[config.mk]
export PLATFORM = sky130hd
export DESIGN_NAME = rf_read_arbiter
export DESIGN_NICKNAME = d
export VERILOG_FILES = /design/src/rtl/rf_read_arbiter.sv
export SDC_FILE = /design/constraint.sdc
export NUM_CORES = 1
export LEC_CHECK = 0
export BUFFER_PORTS_ARGS = -buffer_cell sky130_fd_sc_hd__buf_2
export CORE_MARGIN = 1.5
export CORE_UTILIZATION = 30
export DETAILED_ROUTE_END_ITERATION = 8
export GPL_ROUTABILITY_DRIVEN = 0
export PLACE_DENSITY = 0.51
export SYNTH_ARGS = -nofsm -noshare
export SYNTH_HDL_FRONTEND = slang
export SYNTH_SLANG_ARGS = --single-unit
export TNS_END_PERCENT = 5
[constraint.sdc]
create_clock -name clk -period 2.4 [get_ports clk]
set_input_delay 0.12 -clock clk [delete_from_list [all_inputs] [get_ports clk]]
set_output_delay 0.12 -clock clk [all_outputs]
set_load 0.02 [all_outputs]
[src/rtl/rf_read_arbiter.sv]
// rf_read_arbiter: shares the single reg_file read port between two requesters
// (0 = MADcalc, 1 = second window consumer). Round-robin arbitration with
// burst locking, a bounded lock length and a response timeout.
module rf_read_arbiter #(
    parameter int unsigned POPSIZE    = 10,
    parameter int unsigned DATA_WIDTH = 8,
    parameter int unsigned TIMEOUT    = 16,
    parameter int unsigned MAX_BURST  = 20,
    localparam int unsigned AW        = (POPSIZE > 1) ? $clog2(POPSIZE) : 1
) (
    input  logic                  clk,
    input  logic                  rst,
    // requester 0
    input  logic                  m0_rqst,
    input  logic [AW-1:0]         m0_addr,
    input  logic                  m0_lock,
    output logic                  m0_gnt,
    output logic                  m0_vld,
    // requester 1
    input  logic                  m1_rqst,
    input  logic [AW-1:0]         m1_addr,
    input  logic                  m1_lock,
    output logic                  m1_gnt,
    output logic                  m1_vld,
    // shared response data
    output logic [DATA_WIDTH-1:0] rd_data,
    // reg_file read port
    output logic                  rf_rd_rqst,
    output logic [AW-1:0]         rf_read_addr,
    input  logic                  rf_data_vld,
    input  logic [DATA_WIDTH-1:0] rf_data_out,
    // status
    output logic                  timeout_err,
    output logic                  busy
);

    localparam int unsigned TW = $clog2(TIMEOUT + 1);
    localparam int unsigned BW = $clog2(MAX_BURST + 1);

    typedef enum logic [2:0] {
        IDLE,
        ISSUE,
        WAIT,
        RESP,
        LOCK
    } state_t;

    state_t                state_q, state_d;
    logic                  owner_q, owner_d;
    logic                  last_q, last_d;
    logic [BW-1:0]         burst_q, burst_d;
    logic [TW-1:0]         tmo_q, tmo_d;

    logic                  gnt0_q, gnt0_d;
    logic                  gnt1_q, gnt1_d;
    logic                  vld0_q, vld0_d;
    logic                  vld1_q, vld1_d;
    logic [DATA_WIDTH-1:0] rd_data_q, rd_data_d;
    logic                  rf_rqst_q, rf_rqst_d;
    logic [AW-1:0]         rf_addr_q, rf_addr_d;
    logic                  err_q, err_d;
    logic                  busy_q, busy_d;

    // Views of the current owner's request lines
    logic                  own_rqst;
    logic                  own_lock;
    logic [AW-1:0]         own_addr;
    logic                  pick;
    logic [TW-1:0]         tmo_inc;
    logic [BW-1:0]         burst_inc;

    assign own_rqst  = owner_q ? m1_rqst : m0_rqst;
    assign own_lock  = owner_q ? m1_lock : m0_lock;
    assign own_addr  = owner_q ? m1_addr : m0_addr;
    // Sole requester wins; on contention the one that was not served last wins
    assign pick      = (m0_rqst && m1_rqst) ? ~last_q : m1_rqst;
    assign tmo_inc   = tmo_q + TW'(1);
    assign burst_inc = burst_q + BW'(1);

    // Next-state and registered-output computation
    always_comb begin
        state_d   = state_q;
        owner_d   = owner_q;
        last_d    = last_q;
        burst_d   = burst_q;
        tmo_d     = tmo_q;
        gnt0_d    = gnt0_q;
        gnt1_d    = gnt1_q;
        vld0_d    = 1'b0;
        vld1_d    = 1'b0;
        rd_data_d = rd_data_q;
        rf_rqst_d = 1'b0;
        rf_addr_d = rf_addr_q;
        err_d     = 1'b0;

        unique case (state_q)
            IDLE: begin
                if (m0_rqst || m1_rqst) begin
                    owner_d   = pick;
                    gnt0_d    = ~pick;
                    gnt1_d    = pick;
                    rf_addr_d = pick ? m1_addr : m0_addr;
                    rf_rqst_d = 1'b1;
                    state_d   = ISSUE;
                end
            end
            ISSUE: begin
                // rf_rd_rqst was raised on entry and falls on exit
                tmo_d   = '0;
                state_d = WAIT;
            end
            WAIT: begin
                // A response in the expiry cycle still wins over the timeout
                if (rf_data_vld) begin
                    rd_data_d = rf_data_out;
                    vld0_d    = ~owner_q;
                    vld1_d    = owner_q;
                    state_d   = RESP;
                end else if (tmo_inc == TW'(TIMEOUT)) begin
                    tmo_d   = '0;
                    err_d   = 1'b1;
                    gnt0_d  = 1'b0;
                    gnt1_d  = 1'b0;
                    last_d  = owner_q;
                    burst_d = '0;
                    state_d = IDLE;
                end else begin
                    tmo_d = tmo_inc;
                end
            end
            RESP: begin
                if (own_lock && (burst_inc < BW'(MAX_BURST))) begin
                    burst_d = burst_inc;
                    state_d = LOCK;
                end else begin
                    gnt0_d  = 1'b0;
                    gnt1_d  = 1'b0;
                    last_d  = owner_q;
                    burst_d = '0;
                    state_d = IDLE;
                end
            end
            LOCK: begin
                if (own_rqst) begin
                    rf_addr_d = own_addr;
                    rf_rqst_d = 1'b1;
                    state_d   = ISSUE;
                end else if (!own_lock) begin
                    gnt0_d  = 1'b0;
                    gnt1_d  = 1'b0;
                    last_d  = owner_q;
                    burst_d = '0;
                    state_d = IDLE;
                end
            end
            default: begin
                state_d = IDLE;
            end
        endcase

        busy_d = (state_d != IDLE);
    end

    // State and output registers with synchronous reset
    always_ff @(posedge clk) begin
        if (rst) begin
            state_q   <= IDLE;
            owner_q   <= 1'b0;
            last_q    <= 1'b1;
            burst_q   <= '0;
            tmo_q     <= '0;
            gnt0_q    <= 1'b0;
            gnt1_q    <= 1'b0;
            vld0_q    <= 1'b0;
            vld1_q    <= 1'b0;
            rd_data_q <= '0;
            rf_rqst_q <= 1'b0;
            rf_addr_q <= '0;
            err_q     <= 1'b0;
            busy_q    <= 1'b0;
        end else begin
            state_q   <= state_d;
            owner_q   <= owner_d;
            last_q    <= last_d;
            burst_q   <= burst_d;
            tmo_q     <= tmo_d;
            gnt0_q    <= gnt0_d;
            gnt1_q    <= gnt1_d;
            vld0_q    <= vld0_d;
            vld1_q    <= vld1_d;
            rd_data_q <= rd_data_d;
            rf_rqst_q <= rf_rqst_d;
            rf_addr_q <= rf_addr_d;
            err_q     <= err_d;
            busy_q    <= busy_d;
        end
    end

    assign m0_gnt       = gnt0_q;
    assign m1_gnt       = gnt1_q;
    assign m0_vld       = vld0_q;
    assign m1_vld       = vld1_q;
    assign rd_data      = rd_data_q;
    assign rf_rd_rqst   = rf_rqst_q;
    assign rf_read_addr = rf_addr_q;
    assign timeout_err  = err_q;
    assign busy         = busy_q;

endmodule

==> impl_metrics.json <==
{
  "max_freq_mhz": 515,
  "grt_max_degree": 25,
  "antenna_found_initial": 0,
  "cp-end-kind": "register",
  "fin_crit_ns": 1.94,
  "vias": 1469,
  "min_path_type": "primary input to register",
  "finalCritPeriodShare_pct": 80.9,
  "arrival_ns": 2.12,
  "setup-violations-final": 0,
  "cts_tree": "yes",
  "cts_setup_buffers": 0,
  "cts.sinks": 34,
  "grt_pass1_wl_mm": 6.41,
  "synth_edf_count": 0,
  "leakage_nw": 0.843,
  "first_pass_iters": 4,
  "grt_overflow": 0,
  "status": "completed",
  "clockRootBuffer": "clkbuf_8",
  "ir_worst_vdd_uv": 523,
  "sw_frac_of_total_pct": 26.8,
  "post_drt_via_cell_ratio": 4.82,
  "fin_area_um2": 2060,
  "synth_ff_type": "dfxtp_1",
  "die_y_um": 77.4,
  "grt_pass1_vias": 1341,
  "fp.coreArea_um2": 5200,
  "cellInternalPower_mw": 1.11,
  "ctsResizeCount": 0,
  "drcViolationCount": 0,
  "dpl_cell_area_um2": 1920,
  "netlist.area_leader.share_pct": 41.0,
  "syn_nets": 217,
  "row_count": 26,
  "hp-start": "rf_data_out[2]",
  "async_flop_share_pct": 0,
  "synth_top_cell_by_area": "dfxtp_1",
  "rr_startpoint": "burst_q[0]",
  "hold_buffers": 0,
  "clk_latency_ns": 0.29,
  "cp-startpoint": "burst_q[0]",
  "start_util_pct": 31.9,
  "hpwl_mm": 2.64,
  "drt-initial-drc-count": 63,
  "ios": 42,
  "critical-path-top-delay-family": "compound AO/OA/AOI/OAI gates",
  "fin_skew_ns": 0.00648,
  "routedWlPerCell_um": 12.2,
  "path_max_fanout": 9,
  "p_sw_uw": 407,
  "numCtsBuffers": 5,
  "final_nets": 259,
  "rsz0062_at_grt": "no",
  "slowest_stage": "dfxtp_1",
  "fp.dieW_um": 77.4,
  "avgSynthCellArea_um2": 8.64,
  "max_stage_delay_ns": 0.44,
  "htreeDepth": 2,
  "n_fill_cell": 551,
  "ys_ff_latch": 34,
  "wl_mm": 3.72,
  "setup_tns_ns": 0,
  "power.density_nw_per_um2": 738,
  "ys_seq_area_share_pct": 41.0,
  "hold_viol": 0,
  "antenna_left": 0,
  "synthCells": 192,
  "synth_area_leaders": "dfxtp_1 41%, a21oi_1 6.3%, nand2_1 6.1%, mux2i_1 4.2%, nor2_1 3.2%",
  "diodes": 0,
  "worstPathRequired_ns": 2.58,
  "clkPwrFrac_pct": 42.2,
  "layout-drive-gt1-share_pct": 26.4,
  "synth.distinct_cells": 51,
  "clk_path_buf_depth": 2,
  "syn_area_um2": 1660,
  "slew_headroom_pct": 63.6,
  "track_usage_pct": 13.1,
  "crit_chain": "ha_1 -> o31ai_1 -> a31oi_1 -> nor4_4 -> o211a_1 -> or3_1",
  "crit_path_start_kind": "register",
  "synthToLayoutAreaGrowth_pct": 24.2,
  "combPwrFrac_pct": 16.3,
  "seqPwrFrac_pct": 41.5,
  "timing.final.max_slew_violations": 0,
  "numPortBuffers": 41,
  "dieArea_um2": 5990,
  "ys_warn_count": 0,
  "clk_pin_slew_ns": 0.08,
  "crit_buf_inv": 0,
  "worst_slew_pin_slew_ns": 0.544,
  "cap_violations": 0,
  "worstSetupPathType": "register to register"
}
## final cells by class
type                    instances  area (um^2)  share of cell area, %
repair buffers                 42          213                   10.3
multi-input cells             148          931                   45.2
flip-flops and latches         34          681                   33.0
inverters                       3         11.3                  0.546
clock inverters                 3         68.8                   3.34
well taps                      70         87.6                   4.25
clock buffers                   5         68.8                   3.34
## sequential cells by signal (all words and copies together) (netlist names)
| register | cells |
|---|---|
| m1_vld | 1 |
| rd_data | 8 |
| rf_read_addr | 4 |
| m0_vld | 1 |
| burst_q | 5 |
| tmo_q | 5 |
| m0_gnt | 1 |
| last_q | 1 |
| state_q | 3 |
| timeout_err | 1 |
| busy | 1 |
| m1_gnt | 1 |
| owner_q | 1 |
| rf_rd_rqst | 1 |
## cells in the mapped netlist, drive strengths merged, types with 4 or more instances
cell / number
nand2: 28
mux2i: 8
a31oi: 4
nand2b: 4
clkbuf: 4
and2: 4
o21ai: 7
nor3: 4
a21oi: 22
dfxtp: 34
nor2: 17
nand3: 10
a211oi: 6
nand3b: 4
## placed cells by master (no fill, tap or decap), types with 2 or more instances in the layout
| cell | count |
|---|---|
| a211oi_1 | 5 |
| and2_1 | 4 |
| or3_1 | 2 |
| nand3_1 | 9 |
| a31oi_1 | 4 |
| nor3_1 | 4 |
| nor2_2 | 2 |
| nand2b_1 | 4 |
| nand3b_1 | 4 |
| nor2_1 | 14 |
| a21oi_1 | 21 |
| nor3b_1 | 2 |
| bufinv_16 | 2 |
| o21ai_1 | 4 |
| o21ai_0 | 3 |
| nor2b_1 | 2 |
| nand2_1 | 27 |
| clkbuf_8 | 5 |
| inv_1 | 3 |
| ha_1 | 2 |
| mux2i_1 | 7 |
| buf_2 | 41 |
| dfxtp_1 | 34 |
## per-layer routing
metal | share of wire (%) | vias to the layer above | GRT usage [%]
li1 | - | 779 | -
met1 | 50 | 661 | 17.8
met4 | 0.70 | 0 | 3.82
met5 | 0 | - | 0
met3 | 3.3 | 4 | 3.18
met2 | 46 | 25 | 20.6
## stage by stage
stage          power [mW]  cells  utilization [%]  hold WS [ns]  setup slack [ns]
2_1_floorplan       0.817    192                -         0.200             0.607
3_3_place_gp        0.897    297             36.9         0.363             0.499
3_5_place_dp        0.894    297             36.9         0.368             0.461
4_1_cts              1.54    305             39.6        0.0539             0.462
5_1_grt              1.59    305             39.6        0.0608             0.321
6_report             1.52    305             39.6        0.0614             0.459
## kinds of logic (layout without fill, tap and decap cells)
logic type | count (synthesis) | in the layout | synth area share, %
adders and majority gates | 2 | 2 | 1.51
DFF | 34 | 34 | 41.0
and+or+nand+nor | 87 | 87 | 28.7
muxes | 9 | 9 | 6.49
buffers and inverters | 10 | 53 | 2.87
AOI/OAI and AO/OA | 50 | 50 | 19.5
## power groups by stage
stage,logic (mW),registers [mW],clock network [mW]
after floorplan,0.150,0.667,0
after global placement,0.251,0.646,0
after detailed placement,0.249,0.645,0
after CTS,0.250,0.632,0.660
after global routing,0.276,0.637,0.682
final,0.248,0.631,0.641
## final timing paths
| kind | cells past startpoint | slack, ns | end |
|---|---|---|---|
| setup reg to reg | 6 | 0.46 | busy |
| hold / removal | 3 | 0.06 | rd_data[2] |
| hold reg to reg | 2 | 0.45 | rd_data[2] |
| setup / recovery | 6 | 0.46 | busy |
## worst min-delay path, cell delays in order
cell	delay [ns]
buf_2	0.09
nand2_1	0.04
a21oi_1	0.05
Note: power is estimated with default switching activity, not from simulation.
